**src/rtl/dpram_stream_pkg.sv**
```systemverilog
// rtl/dpram_stream_pkg.sv - shared defaults, FSM states and output FIFO depth for the RAM stream reader
package dpram_stream_pkg;

  localparam int AWIDTH_DEFAULT    = 12;
  localparam int DWIDTH_DEFAULT    = 60;
  localparam int NUM_WORDS_DEFAULT = 4096;
  localparam int FIFO_DEPTH        = 3;

  typedef enum logic [1:0] {
    IDLE  = 2'd0,
    RUN   = 2'd1,
    DRAIN = 2'd2
  } state_t;

endpackage

```
**src/rtl/dpram_rd_fifo.sv**
```systemverilog
// rtl/dpram_rd_fifo.sv - 3-entry shift-register FIFO whose head register is the stream output
module dpram_rd_fifo
  import dpram_stream_pkg::*;
#(
  parameter int DWIDTH = DWIDTH_DEFAULT
) (
  input  logic              clk,
  input  logic              reset,
  input  logic              push,
  input  logic [DWIDTH-1:0] wdata,
  input  logic              pop,
  output logic [DWIDTH-1:0] head,
  output logic              full,
  output logic              empty,
  output logic [1:0]        occupancy
);

  logic [DWIDTH-1:0] mem [FIFO_DEPTH];
  logic [1:0]        occ;
  logic              do_push;
  logic              do_pop;
  logic [1:0]        wr_idx;

  assign do_pop  = pop && (occ != 2'd0);
  assign do_push = push && ((occ != 2'(FIFO_DEPTH)) || do_pop);
  // With a simultaneous pop the entries shift down, so the new word lands one slot lower
  assign wr_idx  = do_pop ? (occ - 2'd1) : occ;

  // Entry 0 is always the head; pops shift the queue toward it
  always_ff @(posedge clk or posedge reset) begin
    if (reset) begin
      for (int i = 0; i < FIFO_DEPTH; i++) mem[i] <= '0;
      occ <= 2'd0;
    end else begin
      if (do_pop) begin
        for (int i = 0; i < FIFO_DEPTH - 1; i++) mem[i] <= mem[i+1];
      end
      if (do_push) mem[wr_idx] <= wdata;
      occ <= occ + {1'b0, do_push} - {1'b0, do_pop};
    end
  end

  assign head      = mem[0];
  assign full      = (occ == 2'(FIFO_DEPTH));
  assign empty     = (occ == 2'd0);
  assign occupancy = occ;

endmodule

```
**src/rtl/dpram_stream_reader.sv**
```systemverilog
// rtl/dpram_stream_reader.sv - strided RAM read client with valid/ready output; DPRAM_STREAM_WRAP_EN selects address wrap over range abort
module dpram_stream_reader
  import dpram_stream_pkg::*;
#(
  parameter int AWIDTH    = AWIDTH_DEFAULT,
  parameter int NUM_WORDS = NUM_WORDS_DEFAULT,
  parameter int DWIDTH    = DWIDTH_DEFAULT
) (
  input  logic              clk,
  input  logic              reset,
  input  logic              start,
  input  logic [AWIDTH-1:0] base_addr,
  input  logic [AWIDTH:0]   count,
  input  logic [AWIDTH-1:0] stride,
  output logic              busy,
  output logic              done,
  output logic              err,
  output logic [AWIDTH-1:0] ram_addr,
  output logic              ram_wren,
  output logic [DWIDTH-1:0] ram_wdata,
  input  logic [DWIDTH-1:0] ram_rdata,
  output logic [DWIDTH-1:0] out_data,
  output logic              out_valid,
  input  logic              out_ready
);

  localparam logic [AWIDTH:0] ADDR_LIMIT = (AWIDTH+1)'(NUM_WORDS);

  state_t            state;
  logic [AWIDTH:0]   remaining;
  logic [AWIDTH-1:0] stride_q;
  logic              inflight;
  logic              err_pend;
  logic [1:0]        occ;
  logic              fifo_full;
  logic              fifo_empty;
  logic              pop;
  logic              issue;
  logic              last_issue;
  logic              drain_done;
  logic [AWIDTH:0]   next_addr_full;
  logic              addr_past_end;
  logic [AWIDTH-1:0] next_addr;
  logic              addr_overflow;

  assign ram_wren  = 1'b0;
  assign ram_wdata = '0;

  assign out_valid = !fifo_empty;
  assign pop       = out_valid && out_ready;

  // ram_addr holds the address the RAM samples at the next edge, so an issue is that sampling edge.
  // Only registered terms gate it, keeping out_ready off the RAM address path.
  assign issue      = (state == RUN) && !fifo_full &&
                      (({1'b0, occ} + {2'b00, inflight}) < 3'(FIFO_DEPTH));
  assign last_issue = (remaining == {{AWIDTH{1'b0}}, 1'b1});

  assign next_addr_full = {1'b0, ram_addr} + {1'b0, stride_q};
  assign addr_past_end  = (next_addr_full >= ADDR_LIMIT);

`ifdef DPRAM_STREAM_WRAP_EN
  assign next_addr     = addr_past_end ? AWIDTH'(next_addr_full - ADDR_LIMIT)
                                       : next_addr_full[AWIDTH-1:0];
  assign addr_overflow = 1'b0;
`else
  assign next_addr     = next_addr_full[AWIDTH-1:0];
  assign addr_overflow = addr_past_end;
`endif

  // Finish in the cycle right after the final stream transfer, so a pop emptying the FIFO counts
  assign drain_done = (state == DRAIN) && !inflight &&
                      ((occ == 2'd0) || ((occ == 2'd1) && pop));

  // Request FSM: address generation, read tracking and done/err pulses
  always_ff @(posedge clk or posedge reset) begin
    if (reset) begin
      state     <= IDLE;
      ram_addr  <= '0;
      remaining <= '0;
      stride_q  <= '0;
      inflight  <= 1'b0;
      err_pend  <= 1'b0;
      busy      <= 1'b0;
      done      <= 1'b0;
      err       <= 1'b0;
    end else begin
      done     <= 1'b0;
      err      <= 1'b0;
      inflight <= issue;
      case (state)
        IDLE: begin
          if (start) begin
            if (count != '0) begin
              ram_addr  <= base_addr;
              remaining <= count;
              stride_q  <= stride;
              err_pend  <= 1'b0;
              busy      <= 1'b1;
              state     <= RUN;
            end else begin
              done <= 1'b1;
            end
          end
        end
        RUN: begin
          if (issue) begin
            remaining <= remaining - 1'b1;
            if (last_issue) begin
              state <= DRAIN;
            end else if (addr_overflow) begin
              err_pend <= 1'b1;
              state    <= DRAIN;
            end else begin
              ram_addr <= next_addr;
            end
          end
        end
        DRAIN: begin
          if (drain_done) begin
            done  <= 1'b1;
            err   <= err_pend;
            busy  <= 1'b0;
            state <= IDLE;
          end
        end
        default: state <= IDLE;
      endcase
    end
  end

  dpram_rd_fifo #(
    .DWIDTH(DWIDTH)
  ) u_fifo (
    .clk      (clk),
    .reset    (reset),
    .push     (inflight),
    .wdata    (ram_rdata),
    .pop      (pop),
    .head     (out_data),
    .full     (fifo_full),
    .empty    (fifo_empty),
    .occupancy(occ)
  );

endmodule

```
**config.mk**
```make
export PLATFORM = sky130hd
export DESIGN_NAME = dpram_stream_reader
export DESIGN_NICKNAME = d
export VERILOG_FILES = /design/src/rtl/dpram_stream_pkg.sv /design/src/rtl/dpram_rd_fifo.sv /design/src/rtl/dpram_stream_reader.sv
export SDC_FILE = /design/constraint.sdc
export NUM_CORES = 1
export LEC_CHECK = 0
export CAP_MARGIN = 20
export CORE_MARGIN = 2
export CORE_UTILIZATION = 48
export DETAILED_ROUTE_END_ITERATION = 16
export PLACE_DENSITY = 0.76
export SLEW_MARGIN = 20
export SYNTH_ARGS = -nofsm -noshare
export SYNTH_HDL_FRONTEND = slang
export SYNTH_HIERARCHICAL = 1
export SYNTH_SLANG_ARGS = --single-unit
```
**constraint.sdc**
```tcl
create_clock -name clk -period 6.4 [get_ports clk]
set_clock_uncertainty 0.2 [all_clocks]
set_input_delay 1.28 -clock clk [delete_from_list [all_inputs] [get_ports clk]]
set_output_delay 1.28 -clock clk [all_outputs]
set_load 0.005 [all_outputs]
```
==> qor.yml <==
status:
  status: "finished, final reports clean"
critical_path:
  cp_slowest_cell: "dfrtp_1"
  required_ps: 6600
  crit_path_end_kind: "flop"
  worstSetupPathType: "flop to flop"
  cp.arrival_ps: 4080
  crit_family: "buffers and inverters"
  ff2ff_setup_slack_ps: 2520
  critPathBufInv: 3
  start_kind: "flop"
  cpPeakStageDelay_ps: 690
  cpMostUsedCell: "buf_4"
  path_max_fanout: 68
  cp_cell_sequence: "inv_1 -> ha_1 -> nor2b_1 -> nor2b_4 -> buf_4 -> buf_4 -> nor3_1 -> a221oi_1"
yosys:
  synth_edf_count: 0
  synth_async_sr_flop_share_pct: 100.0
  yosys.area_share.simple_pct: 12.24
  yosysMostFrequentCell: "dfrtp_1"
  synth_compound_area_share_pct: 16.25
  ys_seq_elements: 226
  synth-warning-count: 6
  syn_area_mm2: 0.01245
  synth_mux_area_share_pct: 8.077
  seq_area_frac_synth_pct: 45.41
  synth_fa_ha_area_share_pct: 2.070
  syn_avg_cell_area_um2: 10.69
  synthCells: 1165
  ys_types: 64
  synth_common_cells: "226 x dfrtp_1, 133 x inv_1, 127 x nor3_1"
  synth_area_leader_cell: "dfrtp_1"
  synth-xor-area-share_pct: 0.7032
  synth_top_area_share_pct: 45.41
  synth_ff_type: "dfrtp_1"
  synth_top_family_by_area: "compound AO/OA/AOI/OAI gates"
  synth_area_leaders: "dfrtp_1 45%, buf_4 7.5%, a221oi_2 7.2%, mux2_2 5.7%, nor3_1 5.1%"
floorplan:
  fp-row-count: 58
  core_area_mm2: 0.02533
  ios: 238
  initial_core_util_pct: 49.17
  die-width_um: 165.1
  design.die.area_mm2: 0.02725
  die_h_um: 165.1
detailed_routing:
  wl_per_cell_um: 17.92
  wirelength_um: 28600
  drc: 0
  vias_per_cell: 5.561
  dr.pass1.iters: 5
  drt_first_iter_violations: 627
  postRouteAntennaNets: 0
  route.vias.total: 8876
cells_and_area:
  seq_area_mm2: 0.005657
  fin_nets: 1368
  drive_above_1_share_pct: 16.98
  fill_cells: 2105
  multiInputGateArea_mm2: 0.005192
  finish.instance_area_mm2: 0.01455
  synthToLayoutAreaGrowth_pct: 16.81
  diodes: 0
job:
  cap_violations: 0
clock_network:
  cts_made_buffers: 26
  cts_tree: "done"
  cts_resized: 0
  cts_buffer_depth: 3
  path_clk_slew_ps: 60
  hold_buffers: 0
  insertion_delay_ps: 520
  ctsRootBufferMaster: "clkbuf_16"
  cts.sinks: 226
  htreeDepth: 1
  cts_setup_buffers: 0
sta:
  drv_slew: 0
  finalCritPeriodShare_pct: 60.61
  fmax_ghz: 0.2578
  setup_violations: 0
  tightest_slew_ps: 1020
  min_period_ps: 3879
  finalHoldViolations: 0
  relSlewSlack_pct: 30.51
  rsz0062_at_grt: "no"
  tns_ps: 0
  whs_ps: 286.8
placed_design:
  hpwl_um: 17440
  place_congestion: 0.7987
  dpl_cell_area_mm2: 0.01367
  portBuffers: 176
grt:
  grt_max_degree: 183
  grt_pass1_vias: 8841
  grt-ovfl-total: 0
  grt_usage_pct: 20.86
  grt_pass1_wl_um: 45920
  antenna_found_initial: 0
power_and_ir_drop:
  max-vdd-ir-drop_v: 0.0003857
  power_uw: 7932
  p_leak_uw: 0.006272
  power.density_mw_per_mm2: 545.3
min_path:
  hp-class: "flop to flop"
==> cells in the final DEF (no fill, tap or decap), drive strengths merged, types with 3 or more instances in the layout <==
| cell type | instances |
|---|---|
| buf | 16 |
| nand4 | 5 |
| o22ai | 3 |
| nor4 | 4 |
| a21o | 4 |
| mux2 | 84 |
| nor2 | 16 |
| clkbuf | 37 |
| a21oi | 22 |
| o32ai | 5 |
| nand3 | 5 |
| nor3 | 127 |
| a221oi | 120 |
| nand2 | 33 |
| nand2b | 3 |
| ha | 19 |
| inv | 131 |
| o211ai | 8 |
| clkinv | 10 |
| a211oi | 4 |
| a22o | 3 |
| clkdlybuf4s50 | 176 |
| or3 | 4 |
| nor2b | 64 |
| xor2 | 5 |
| or4 | 3 |
| o21ai | 34 |
| conb | 61 |
| xnor2 | 5 |
| dfrtp | 226 |
==> layout make-up <==
| class | count | share of cell area [%] |
|---|---|---|
| clock buffers | 37 | 5.453 |
| clock inverters | 10 | 0.5418 |
| inverters | 133 | 3.457 |
| multi-input cells | 668 | 35.69 |
| flip-flops and latches | 226 | 38.88 |
| well taps | 330 | 2.838 |
| repair buffers | 192 | 13.13 |
==> routing by layer <==
metal | up-vias | track usage, % | share of wire (%)
met5 | - | 0 | 0
met4 | 0 | 5.810 | 2.4
met3 | 45 | 3.971 | 6.2
met2 | 274 | 34.77 | 48
met1 | 4439 | 27.89 | 43
li1 | 4118 | - | -
==> cell families after synthesis <==
logic type | Yosys count
mux | 85
other cells | 1
buf+inv | 331
fa+ha+maj | 20
compound gates | 213
simple gates | 279
xor+xnor | 10
flops | 226
==> worst register-to-register path: stages (launching register included) <==
cell,delay [ps]
dfrtp_1,690
inv_1,250
ha_1,360
nor2b_1,290
nor2b_4,280
buf_4,510
buf_4,740
nor3_1,150
a221oi_1,270
==> where the power goes <==
part           leakage (uW)  internal (uW)  total [uW]  switching, uW
Combinational       0.00329           1840        3840           2000
Sequential          0.00254           2150        2610            456
Clock              0.000442            898        1480            582
Total               0.00627           4890        7930           3040
==> worst paths after layout <==
check | cells after the start | from | endpoint
setup / recovery | 8 | u_fifo/occupancy[0] | u_fifo/mem[93]
hold / removal | 1 | flop | flop
setup reg to reg | 8 | u_fifo/occupancy[0] | u_fifo/mem[93]
hold reg to reg | 1 | flop | flop
max in group asynchronous | 3 | reset | u_fifo/mem[60]
min in group asynchronous | 3 | reset | state[1]
==> through the flow <==
step                setup slack (ps)  cells  utilization (%)
floorplan                       2583   1225                -
global placement                2162   1549            53.98
detailed placement              2063   1549            53.98
CTS                             2481   1596            57.43
global route                    2233   1596            57.44
finish                          2521   1596            57.44
Note: power is estimated with default switching activity, not from simulation.
